==> config.mk <==
export PLATFORM = sky130hd
export DESIGN_NAME = aes_core_arbiter
export DESIGN_NICKNAME = d
export VERILOG_FILES = /design/src/rtl/aes_core_arbiter.sv
export SDC_FILE = /design/constraint.sdc
export NUM_CORES = 1
export LEC_CHECK = 0
export ABC_AREA = 1
export CORE_AREA = 2 2 611 613
export CTS_CLUSTER_DIAMETER = 60
export DETAILED_ROUTE_END_ITERATION = 10
export DIE_AREA = 0 0 613 615
export SYNTH_ARGS = -nofsm -noshare
export SYNTH_HDL_FRONTEND = slang
export SYNTH_SLANG_ARGS = --single-unit
export TNS_END_PERCENT = 1
==> constraint.sdc <==
create_clock -name clk -period 3.5 [get_ports clk]
set_input_delay 0.7 -clock clk [delete_from_list [all_inputs] [get_ports clk]]
set_output_delay 0.7 -clock clk [all_outputs]
set_load 0.05 [all_outputs]
==> src/rtl/aes_core_arbiter.sv <==
// Round-robin front end that shares one multicycle AES-128 core among N_REQ requesters.
// Define AES_ARB_STATS_EN to add the saturating completion counter output stat_blocks.
module aes_core_arbiter #(
  parameter int N_REQ = 4
) (
  input  logic                 clk,
  input  logic                 rst,
  input  logic [N_REQ-1:0]     req_valid,
  output logic [N_REQ-1:0]     req_ready,
  input  logic [N_REQ*128-1:0] req_data,
  input  logic [N_REQ*128-1:0] req_key,
  output logic [N_REQ-1:0]     resp_valid,
  output logic [127:0]         resp_data,
  output logic [127:0]         core_in,
  output logic [127:0]         core_key,
  input  logic                 core_ready,
  input  logic                 core_valid,
  input  logic [127:0]         core_out
`ifdef AES_ARB_STATS_EN
  ,
  output logic [15:0]          stat_blocks
`endif
);

  localparam int TAG_W = $clog2(N_REQ);
  localparam logic [TAG_W:0]   NREQ_W = (TAG_W+1)'(N_REQ);
  localparam logic [TAG_W-1:0] LAST   = TAG_W'(N_REQ-1);

  logic             stg_full;
  logic [127:0]     stg_data;
  logic [127:0]     stg_key;
  logic [TAG_W-1:0] stg_tag;
  logic             fl_busy;
  logic [TAG_W-1:0] fl_tag;
  logic [TAG_W-1:0] rr_ptr;

  logic             grant_hit;
  logic [TAG_W-1:0] grant_idx;
  logic [TAG_W:0]   cand;

  function automatic logic [N_REQ-1:0] onehot(input logic [TAG_W-1:0] t);
    return {{(N_REQ-1){1'b0}}, 1'b1} << t;
  endfunction

  assign core_in  = stg_data;
  assign core_key = stg_key;

  // Grant: first valid requester at or after rr_ptr, wrapping modulo N_REQ.
  always_comb begin
    grant_hit = 1'b0;
    grant_idx = '0;
    cand      = '0;
    if (!rst && !stg_full) begin
      for (int k = 0; k < N_REQ; k++) begin
        cand = {1'b0, rr_ptr} + (TAG_W+1)'(k);
        if (cand >= NREQ_W) cand = cand - NREQ_W;
        if (!grant_hit && req_valid[cand[TAG_W-1:0]]) begin
          grant_hit = 1'b1;
          grant_idx = cand[TAG_W-1:0];
        end
      end
    end
    req_ready = grant_hit ? onehot(grant_idx) : '0;
  end

  // Staging, in-flight tag and response registers.
  always_ff @(posedge clk) begin
    if (rst) begin
      stg_full   <= 1'b0;
      stg_data   <= '0;
      stg_key    <= '0;
      stg_tag    <= '0;
      fl_busy    <= 1'b0;
      fl_tag     <= '0;
      rr_ptr     <= '0;
      resp_valid <= '0;
      resp_data  <= '0;
    end else begin
      resp_valid <= '0;
      if (core_valid && fl_busy) begin
        resp_valid <= onehot(fl_tag);
        resp_data  <= core_out;
        fl_busy    <= 1'b0;
      end
      // An issue in the same cycle overrides the completion's clear of fl_busy.
      if (core_ready && stg_full) begin
        fl_busy  <= 1'b1;
        fl_tag   <= stg_tag;
        stg_full <= 1'b0;
      end
      if (grant_hit) begin
        stg_full <= 1'b1;
        stg_data <= req_data[{grant_idx, 7'd0} +: 128];
        stg_key  <= req_key[{grant_idx, 7'd0} +: 128];
        stg_tag  <= grant_idx;
        rr_ptr   <= (grant_idx == LAST) ? '0 : grant_idx + 1'b1;
      end
    end
  end

`ifdef AES_ARB_STATS_EN
  always_ff @(posedge clk) begin
    if (rst) begin
      stat_blocks <= '0;
    end else if (core_valid && fl_busy && stat_blocks != 16'hFFFF) begin
      stat_blocks <= stat_blocks + 16'd1;
    end
  end
`endif

endmodule

Word level (Yosys, flattened, before mapping)
Cells that the tools add are included.
Word-level totals
  register bits: 396
  input port bits: 1160
  word-level logic and storage cells: 80
Cells by class
  $add $sub $neg: 8
  magnitude comparators: 8
  equality and inequality tests: 1
  shifts and indexed selects: 4
  muxes and demuxes: 35
  bitwise logic cells: 1
  reduce and logical (&&, ||, !) cells: 14
Operators with widths (count)
  variable part select 512 x 10 -> 128 bit: 2
  2-to-1 mux 2 bit: 14
  2-to-1 mux 1 bit: 16
  < comparator 2 x 3 -> 1 bit, second input constant: 4
  greater-or-equal comparator 3 bit, second input constant: 3
  binary-select mux 1 bit (select 2 bit): 4
  << shifter 1 x 2 -> 4 bit, first input constant: 2
  subtractor 2 x 1 -> 2 bit, second input constant: 4
  adder 2 x 2 -> 3 bit, second input constant: 2
  logical AND 1 bit: 6
  logical NOT 1 bit: 5
  2-to-1 mux 4 bit: 1
  nonzero test 2 bit: 2
  adder 2 x 1 -> 3 bit, second input constant: 1
  greater-or-equal comparator 2 x 3 -> 1 bit, second input constant: 1
  adder 2 x 1 -> 2 bit, second input constant: 1
  equality test 2 bit, second input constant: 1
  OR reduction 2 bit: 1
  NOT 1 bit: 1

Longest topological paths before layout
  depth after elaboration: 21
  gate-level depth with buffers: 19
  gate-level depth less buffers: 15

Worst setup path before layout
No wires, ideal clock.
  path type: input-to-output
  start: in req_valid[1]
  end: out req_ready[2]
  data arrival time: 2.709 ns
  data required time: 2.800 ns
  slack: 0.091 ns
  cell stages on the path: 14
  path buffers: 2
  path through: inv_1 -> nand2_1 -> nand3_1 -> nand2_1 -> nor2_2 -> nand2_1 -> nor2_1 -> nor2_1 -> nor2_4 -> buf_2 -> buf_2 -> ha_1 -> inv_1 -> nor2_1
On the way
  longest elaborated chain between the ends: 18
  elaborated cells between the ends (all ways): 29
RTL lines
  start: declaration: line 8  | input logic [N_REQ-1:0] req_valid,
  binary-select mux 1 bit (select 2 bit): line 57  | if (!grant_hit && req_valid[cand[TAG_W-1:0]]) begin
  2-to-1 mux 1 bit (implied by the code): line 57
  2-to-1 mux 1 bit: line 57
  2-to-1 mux 1 bit: line 53  | if (!rst && !stg_full) begin
  logical NOT 1 bit: line 57
  logical AND 1 bit: line 57
  2-to-1 mux 1 bit: line 57
  2-to-1 mux 1 bit: line 53
  (+3 left out)
  2-to-1 mux 1 bit: line 53
  logical NOT 1 bit: line 57
  logical AND 1 bit: line 57
  2-to-1 mux 2 bit *: line 57
  2-to-1 mux 2 bit *: line 53
  via grant_idx[1]: line 38  | logic [TAG_W-1:0] grant_idx;
  << shifter 1 x 2 -> 4 bit *: line 42  | return {{(N_REQ-1){1'b0}}, 1'b1} << t;
  2-to-1 mux 4 bit *: line 63  | req_ready = grant_hit ? onehot(grant_idx) : '0;
  end: declaration: line 9  | output logic [N_REQ-1:0] req_ready,
Mark *: on every way through the listed nets, which the timed path passes. The rest lies on a longest branch. The select of a mux whose other input is x is not followed.

Final worst setup path
  start: reg rr_ptr[0]
  end: out req_ready[0]
On the way
  longest elaborated chain between the ends: 21
  elaborated cells between the ends (all ways): 48
RTL lines
  start: declaration: line 35  | logic [TAG_W-1:0] rr_ptr;
  start signal: assignment: line 96  | rr_ptr <= (grant_idx == LAST) ? '0 : grant_idx + 1'b1;
  greater-or-equal comparator 2 x 3 -> 1 bit / subtractor 2 x 1 -> 2 bit (equally long branches): line 56  | if (cand >= NREQ_W) cand = cand - NREQ_W;
  2-to-1 mux 2 bit: line 56
  2-to-1 mux 2 bit: line 53
  binary-select mux 1 bit (select 2 bit): line 57
  2-to-1 mux 1 bit (implied by the code): line 57
  2-to-1 mux 1 bit: line 57
  2-to-1 mux 1 bit: line 53
  logical NOT 1 bit: line 57
  (+5 left out)
  2-to-1 mux 1 bit: line 57
  2-to-1 mux 1 bit: line 53
  logical NOT 1 bit: line 57
  logical AND 1 bit: line 57
  2-to-1 mux 2 bit: line 57
  2-to-1 mux 2 bit: line 53
  << shifter 1 x 2 -> 4 bit: line 42
  2-to-1 mux 4 bit *: line 63
Mark *: on every way between the ends. The rest lies on a longest branch, timed or not. The select of a mux whose other input is x is not followed.

==> metrics.yaml <==
cts.sinks: 396
placed_area_sq_um: 49100
mappedNetlistArea_sq_um: 26700
grt_pass1_wl_microns: 384000
clockPowerShare_pct: 21.3
hp-class: "reg -> reg"
worst_r2r_path_depth: 17
synth.avg_cell_area_sq_um: 5.56
grt_pass1_vias: 35900
grt_util_met2_pct: 28.6
crit_fanout: 6
p_seq_share_pct: 16.4
p_leak_nw: 24.6
grt_setup_unrepaired: "true"
cts_buffers: 95
yosysWarningCount: 0
critPathRequiredTime_ps: 2800
fmax_mhz: 285
grt_max_degree: 117
violations: "negative setup slack"
wl_per_cell_microns: 27.0
dp_hpwl_microns: 267000
final_area_sq_um: 52900
design.portCount: 1552
htree_levels: 3
synthesis.nets: 5958
use_met3_pct: 6.78
critPathTopFamily: "buffers and inverters"
ys_seq_area_share_pct: 29.7
gp_congestion: 0.945
worst_setup_path_end_kind: "output pin"
viasPerCell: 3.39
holdPathEnd: "resp_valid[0]"
crit_chain: "buf_8 -> nand2_4 -> nand3_2 -> nand2_2 -> nor2_4 -> nand2_1 -> nor2_2 -> buf_4 -> o21ai_4 -> buf_12 -> ha_4 -> inv_2 -> nor2_4 -> buf_12"
cp_slowest_cell: "dfxtp_4"
grtUsageMet1_pct: 15.7
yosys-top-cells-area: "dfxtp_1, nand3_1, nand2_1"
maxSlewHeadroom_pct: 33.2
grt_overflow_total: 0
setup_viol: 3
power_switching_mw: 23.3
max_stage_delay_ps: 430
hold_viol: 0
clock_latency_ps: 840
cts_tree: "yes"
drv_slew: 0
ff2ff_setup_slack_ps: 460
firstDrtPassIters: 6
fill_cells: 42900
hold_depth: 1
critPathBufInv: 5
antenna_found_initial: 357
timing.rr.end: "core_in[114]"
fin_ws_ps: -7.95
area_delta_synth_final_pct: 98.6
drt_wl_total_microns: 308000
drc_errors: 0
num_rows: 224
pre_cts_ws_ps: -327
grt.busiest_layer: "met2"
ctsHoldBuffers: 0
cts_buffer_depth: 4
period_share_pct: 100
ant_nets: 0
tightest_slew_ps: 998
rr_startpoint: "rr_ptr[0]"
root_buffer: "clkbuf_16"
syn_inst: 4794
ys_ff_latch: 396
final_util_pct: 14.3
synth_top_area_share_pct: 29.7
p_total_mw: 44.0
dr_total_vias: 38800
worstHoldStart: "fl_tag[0]"
die_width_microns: 613
yosys.area.top_type: "dfxtp_1"
finalHoldWorstSlack_ps: 456
drtIter0Drc: 3191
place_inst: 11200
final_layout_size_suffix_gt1_share_pct: 7.30
grt_use_total_pct: 15.7
skew_ps: 95.9
dieHeight_microns: 615
setup-tns-final_ps: -20.6
period_needed_ps: 3510
crit_type: "reg -> out"
p_sw_share_pct: 52.9
fp.coreArea_sq_um: 371000
yosysUniqueCellTypes: 20
start_util_pct: 7.19
ir_drop_mv: 0.504
status: "finished with violations"
startpoint_type: "flop"
path_clk_slew_ps: 60
cap_violations: 0
critPathArrivalTime_ps: 2810
num-nets-final: 7468
die_area_sq_um: 377000
internal_power_mw: 20.7
power_density_nw_per_um2: 832
instances_no_fill: 11400
numPortBuffers: 1551
share_comb_of_total_power_pct: 62.4
## power groups by stage
stage	logic, mW	clock network (mW)	registers, mW
2_1_floorplan	9.05	0	12.6
3_3_place_gp	27.5	0	7.24
3_5_place_dp	27.5	0	7.25
4_1_cts	28.0	9.70	7.20
5_1_grt	29.3	9.79	7.37
6_report	27.5	9.37	7.20
## synth_stat cells
cell / instances
buf_4: 8
inv_2: 3
o21ai_0: 132
dfxtp_1: 396
nand2_1: 1229
inv_4: 1
nor2_2: 1
nand2_2: 4
o21ai_2: 1
a21oi_1: 4
buf_2: 141
nand3_1: 1340
ha_1: 4
buf_1: 46
nand3b_1: 1
inv_1: 1053
nor2_4: 1
buf_6: 14
nor2_1: 269
clkbuf_1: 146
## cell usage in the layout, fill, tap and decap left out
cell	n
clkdlybuf4s50_1	1525
nand3_1	1334
nand2_1	1208
inv_1	1044
dfxtp_1	394
nor2_1	261
buf_4	170
o21ai_0	132
clkbuf_16	96
diode_2	87
buf_12	68
clkinv_4	18
nand2_2	13
clkinvlp_4	11
nand2_4	9
nor2_4	8
clkinv_2	8
bufinv_16	8
inv_6	8
inv_8	7
inv_2	6
clkbuf_8	6
clkbuf_1	5
nand3_2	4
a21oi_1	4
ha_4	4
inv_4	3
nand2_8	3
nand3_4	2
nor2_2	2
buf_2	2
buf_6	2
dfxtp_4	2
o21ai_4	1
nand3b_1	1
clkinv_16	1
inv_16	1
clkinv_8	1
buf_8	1
## registers in the layout (all words and copies together), names as in the netlist, 2 cells and up
register,count
core_key,128
resp_data,128
core_in,128
resp_valid,4
fl_tag,2
rr_ptr,2
stg_tag,2
## final cells by class
cell class                 count  area, sq um  share of cell area [%]
inverter                    1057         4000                    7.56
timing repair buffer        1768        17900                    33.9
antenna                       87          218                   0.411
clock inverter                59          694                    1.31
tap                         4972         6220                    11.8
clock buffer                 107         2500                    4.73
sequential                   396         7940                    15.0
multi-input combinational   2986        13400                    25.3
## cell families (layout without fill, tap and decap cells)
group                      Yosys count  count (layout)  synth area share, %
and+or+nand+nor                   2845            2845                 46.4
buffers and inverters             1412            2991                 21.1
other                                0              87                    0
AOI/OAI and AO/OA                  137             137                 2.59
DFF                                396             396                 29.7
adders and majority gates            4               4                0.188
## what timing repair did
item	in CTS	in global routing
gates resized for setup	76	4
setup endpoints to repair	4	4
pin swaps	28	9
buffers inserted	15	1
## how the worst max path moves through the flow
stage          slack, ps            to    startpoint  cells after the start
6_report              -8  req_ready[0]     rr_ptr[0]                     14
5_1_grt             -150  req_ready[1]     rr_ptr[0]                     14
4_1_cts             -100  req_ready[2]     rr_ptr[0]                     14
3_5_place_dp        -330  core_in[114]  req_valid[1]                     17
3_3_place_gp        -300  core_in[114]  req_valid[1]                     17
2_1_floorplan         90  req_ready[2]  req_valid[1]                     14
## metal layers
layer / up-vias / part of all wire, %
met5: - / 0.49
met4: 230 / 4.9
met3: 870 / 10
met2: 1980 / 50
met1: 18000 / 34
li1: 17700 / -
No activity file was read; power rests on OpenSTA's default activity.
